`src/rtl/cpu_bus_pkg.sv`:
```
// Shared types and constants for the gated CPU bus hub.
package cpu_bus_pkg;

  // Bus occupancy, also used as the registered bus state encoding.
  typedef enum logic [1:0] {
    BUS_IDLE     = 2'd0,
    BUS_DRIVEN   = 2'd1,
    BUS_CONFLICT = 2'd2
  } bus_state_e;

  localparam int DEFAULT_DATA_W = 16;
  localparam logic [DEFAULT_DATA_W-1:0] BUS_IDLE_VAL = '1;

endpackage

```
`src/rtl/bus_prio_mux.sv`:
```
// Lowest-index-wins source select plus none/one/many gate classification.
module bus_prio_mux
  import cpu_bus_pkg::*;
#(
  parameter int DATA_W = DEFAULT_DATA_W,
  parameter int N_SRC  = 4
) (
  input  logic [N_SRC*DATA_W-1:0] src_data_i,
  input  logic [N_SRC-1:0]        gate_i,
  output logic [DATA_W-1:0]       sel_data_o,
  output bus_state_e              gate_cls_o
);

  always_comb begin
    sel_data_o = '0;
    gate_cls_o = BUS_IDLE;
    // Walk downwards so the lowest set index is the last writer.
    for (int k = N_SRC - 1; k >= 0; k--) begin
      if (gate_i[k]) sel_data_o = src_data_i[k*DATA_W +: DATA_W];
    end
    for (int k = 0; k < N_SRC; k++) begin
      if (gate_i[k]) gate_cls_o = (gate_cls_o == BUS_IDLE) ? BUS_DRIVEN : BUS_CONFLICT;
    end
  end

endmodule

```
`src/rtl/cpu_bus_hub.sv`:
```
// Gated bus hub: priority-resolved bus, load registers, contention and idle monitors.
// Optional keeper register enabled by defining CPU_BUS_HUB_KEEPER_EN.
module cpu_bus_hub
  import cpu_bus_pkg::*;
#(
  parameter int                DATA_W       = DEFAULT_DATA_W,
  parameter int                N_SRC        = 4,
  parameter int                N_DST        = 2,
  parameter logic [DATA_W-1:0] IDLE_VAL     = '1,
  parameter int                IDLE_TIMEOUT = 15
) (
  input  logic                    i_CLK,
  input  logic                    i_Reset,
  input  logic [N_SRC*DATA_W-1:0] i_Src_Data,
  input  logic [N_SRC-1:0]        i_Gate,
  input  logic [N_DST-1:0]        i_LD,
  input  logic                    i_Clear_Err,
  output logic [DATA_W-1:0]       o_Bus,
  output logic [N_DST*DATA_W-1:0] o_Dst,
  output logic [1:0]              o_Bus_State,
  output logic                    o_Contention,
  output logic [7:0]              o_Contention_Cnt,
  output logic                    o_Idle_Timeout
);

  localparam int IW = $clog2(IDLE_TIMEOUT + 1);
  localparam logic [IW-1:0] IDLE_MAX = IW'(IDLE_TIMEOUT);

  logic [DATA_W-1:0]       sel_data;
  logic [DATA_W-1:0]       undriven;
  bus_state_e              gate_cls;
  bus_state_e              state_q, state_d;
  logic [N_DST*DATA_W-1:0] dst_q;
  logic                    cont_q, cont_d;
  logic [7:0]              cnt_q, cnt_d;
  logic [IW-1:0]           idle_q, idle_d;
  logic                    idle_to_q;

  bus_prio_mux #(.DATA_W(DATA_W), .N_SRC(N_SRC)) u_mux (
    .src_data_i (i_Src_Data),
    .gate_i     (i_Gate),
    .sel_data_o (sel_data),
    .gate_cls_o (gate_cls)
  );

`ifdef CPU_BUS_HUB_KEEPER_EN
  logic [DATA_W-1:0] keeper_q;
  always_ff @(posedge i_CLK) begin
    if (i_Reset)                    keeper_q <= IDLE_VAL;
    else if (gate_cls != BUS_IDLE)  keeper_q <= o_Bus;
  end
  assign undriven = keeper_q;
`else
  assign undriven = IDLE_VAL;
`endif

  assign o_Bus = (gate_cls == BUS_IDLE) ? undriven : sel_data;

  // State follows the gate classification of the cycle just ended.
  always_comb begin
    state_d = state_q;
    state_d = gate_cls;
  end

  // Contention beats a simultaneous clear so the event is never lost.
  always_comb begin
    cont_d = cont_q;
    cnt_d  = cnt_q;
    idle_d = '0;
    if (gate_cls == BUS_CONFLICT) begin
      cont_d = 1'b1;
      if (i_Clear_Err)          cnt_d = 8'd1;
      else if (cnt_q != 8'hFF)  cnt_d = cnt_q + 8'd1;
    end else if (i_Clear_Err) begin
      cont_d = 1'b0;
      cnt_d  = 8'd0;
    end
    if (gate_cls == BUS_IDLE) idle_d = (idle_q == IDLE_MAX) ? idle_q : idle_q + IW'(1);
  end

  always_ff @(posedge i_CLK) begin
    if (i_Reset) begin
      state_q   <= BUS_IDLE;
      dst_q     <= '0;
      cont_q    <= 1'b0;
      cnt_q     <= 8'd0;
      idle_q    <= '0;
      idle_to_q <= 1'b0;
    end else begin
      state_q   <= state_d;
      cont_q    <= cont_d;
      cnt_q     <= cnt_d;
      idle_q    <= idle_d;
      idle_to_q <= (idle_d == IDLE_MAX);
      for (int j = 0; j < N_DST; j++) begin
        if (i_LD[j]) dst_q[j*DATA_W +: DATA_W] <= o_Bus;
      end
    end
  end

  assign o_Dst            = dst_q;
  assign o_Bus_State      = state_q;
  assign o_Contention     = cont_q;
  assign o_Contention_Cnt = cnt_q;
  assign o_Idle_Timeout   = idle_to_q;

endmodule

```
`config.mk`:
```
export PLATFORM = sky130hd
export DESIGN_NAME = cpu_bus_hub
export DESIGN_NICKNAME = d
export VERILOG_FILES = /design/src/rtl/cpu_bus_pkg.sv /design/src/rtl/bus_prio_mux.sv /design/src/rtl/cpu_bus_hub.sv
export SDC_FILE = /design/constraint.sdc
export NUM_CORES = 1
export LEC_CHECK = 0
export ABC_AREA = 1
export BUFFER_PORTS_ARGS = -buffer_cell sky130_fd_sc_hd__buf_2
export CAP_MARGIN = 10
export CORE_MARGIN = 1
export CORE_UTILIZATION = 53
export CTS_BUF_LIST = sky130_fd_sc_hd__clkbuf_4
export DETAILED_ROUTE_END_ITERATION = 8
export GPL_TIMING_DRIVEN = 0
export PLACE_DENSITY_LB_ADDON = 0.12
export SYNTH_ARGS = -nofsm -noshare
export SYNTH_HDL_FRONTEND = slang
export SYNTH_HIERARCHICAL = 1
export SYNTH_SLANG_ARGS = --single-unit
export TNS_END_PERCENT = 10
```
`constraint.sdc`:
```
create_clock -name i_CLK -period 4.8 [get_ports i_CLK]
set_input_delay 0.24 -clock i_CLK [delete_from_list [all_inputs] [get_ports i_CLK]]
set_output_delay 0.24 -clock i_CLK [all_outputs]
set_load 0.02 [all_outputs]
```
==> impl_metrics.toml <==
[clock_tree]
cts_resized = 0
cts_inserted_buffers = 5
cts_root_buf = "clkbuf_4"
hold_buffers = 0
clk_latency_ps = 370
clk_pin_slew_worst_paths_ps = 140
clockBufferDepth = 2
cts_tree = "yes"
htreeDepth = 2
post-cts-setup-buffers = 0
cts_sinks = 48

[placement]
place.gp.congestion = 0.845
hpwl_um = 6210
dp.cells = 668
dp_slack_ps = 2050
placed_area_um2 = 3770
io_buffers = 128

[synth]
syn_area_um2 = 3040
avgSynthCellArea_um2 = 6.49
synth_seq_cells = 48
yosysWarnings = 6
syn_nets = 546
synth_cells = 468
async_reset_ff_share_pct = 0
seq_area_frac_synth_pct = 31.7
yosysUniqueCellTypes = 33
ys.flop_type = "dfxtp_1"
synth_edf_count = 0

[grt]
grt_use_total_pct = 26.9
antenna_found_initial = 0
grt-ovfl-total = 0
grt_pass1_wl_um = 13000
first_global_vias = 2929
grt_max_degree = 15

[route]
ant_nets = 0
drt_wl_total_um = 7800
drt_iter0_drc = 225
wl_per_cell_um = 11.5
viasPerCell = 4.93
drt_pass1_iterations = 5
drc = 0
vias = 3330

[floorplan]
coreArea_um2 = 5510
ioPinCount = 133
placementRows = 27
initial_core_util_pct = 55.1
dieArea_um2 = 6030
dieHeight_um = 77.7
dieWidth_um = 77.7

[finish]
syn_to_final_growth_pct = 25.8
multiInputGateArea_um2 = 1640
antennaDiodeCount = 0
layout.cells.non_filler = 676
finalNetCount = 681
n_fill_cell = 514
final_common_cell = "buf_2"
register_area_um2 = 961
drive_gt1_share_pct = 33.8
layout_common_cells = "134 x buf_2, 100 x nor2_1, 96 x nand2_1"
utilization_pct = 69.3
final_cell_area_um2 = 3820

[critical_path]
cp.arrival_ps = 2470
timing.critical_path.to_type = "output pin"
cp.required_ps = 4560
critPathKind = "in -> out"
start_kind = "primary input"
critical_path.max_fanout = 10

[run]
drv_cap = 0

[pwr]
max-vdd-ir-drop_v = 0.000124
power_density_nw_per_um2 = 250
leakage_nw = 2.14
total_power_uw = 952

[run_status]
outcome = "finished, final reports clean"

[worst_hold_path]
holdCritPathClass = "in -> reg"

[sta]
period_needed_ps = 2710
setup_ws_ps = 2090
finalHoldViolCount = 0
rsz0062_at_grt = "false"
fin_crit_sh_pct = 56.6
setup_tns_ps = 0
tightest_slew_ps = 578
fmax_ghz = 0.368
hold_slack_ps = 149
setup_violations = 0
skew_ps = 9.77
relSlewSlack_pct = 61.1
slew_violations = 0
registers in the layout, summed over array words and instances, names as in the netlist:
signal,cells
o_Dst,32
o_Contention_Cnt,8
idle_q,4
o_Bus_State,2
o_Contention,1
o_Idle_Timeout,1
per-layer routing:
metal  vias up  wire (um)  track usage, %
met5         -          0               0
met4         0        184            10.2
met3        16        451            3.88
met2       143       3590            43.9
met1      1454       3570            35.6
li1       1717          -               -
synth_stat cells (all sizes together) (3+ instances only):
library cell | n | area [um^2]
o21ai | 37 | 189
nor2 | 115 | 484
nand2 | 102 | 413
clkbuf | 8 | 52.6
a21oi | 27 | 150
dfxtp | 48 | 961
ha | 5 | 62.6
buf | 17 | 159
nand3 | 28 | 153
inv | 57 | 221
or2 | 18 | 150
nand4 | 3 | 18.8
critical path, stage by stage:
cell and delay (ps):
buf_2 100, buf_2 170, buf_2 240, inv_1 90, ha_1 280, inv_1 30, nand2_1 70, nand2_1 60
o21ai_0 470, nor2_2 140, buf_6 170, or2_4 250, buf_2 160
worst paths after layout:
| kind | to | slack (ps) | cells past startpoint | start |
|---|---|---|---|---|
| worst min register to register | o_Contention | 470 | 2 | o_Contention |
| worst max register to register | o_Contention_Cnt[4] | 3330 | 7 | o_Contention_Cnt[0] |
| worst min-delay path | o_Contention_Cnt[2] | 150 | 3 | i_Reset |
| worst max-delay path | o_Bus[4] | 2090 | 13 | i_Gate[0] |
final cells by class:
type	count	area share (%)
Buffer	25	5.54
Clock buffer	5	0.983
Clock inverter	3	0.361
Inverter	57	5.80
Multi-Input combinational cell	338	43.0
Sequential cell	48	25.2
Tap cell	72	2.36
Timing Repair Buffer	128	16.8
logic make-up (layout without fill, tap and decap cells):
logic type                 Yosys count  in the layout  share of synthesized area, %
DFF                                 48             48                          31.7
and+or+nand+nor                    267            267                          40.4
AOI/OAI and AO/OA                   66             66                          11.6
adders and majority gates            5              5                          2.06
buffers and inverters               82            218                          14.3
power breakdown:
| group | internal (mW) | switching, mW | total, mW | leakage, nW |
|---|---|---|---|---|
| sequential | 0.426 | 0.0155 | 0.441 | 0.397 |
| combinational | 0.130 | 0.197 | 0.327 | 1.71 |
| clock | 0.0540 | 0.130 | 0.184 | 0.0324 |
| total | 0.610 | 0.342 | 0.952 | 2.14 |
Power figures use the tool's default switching activity.
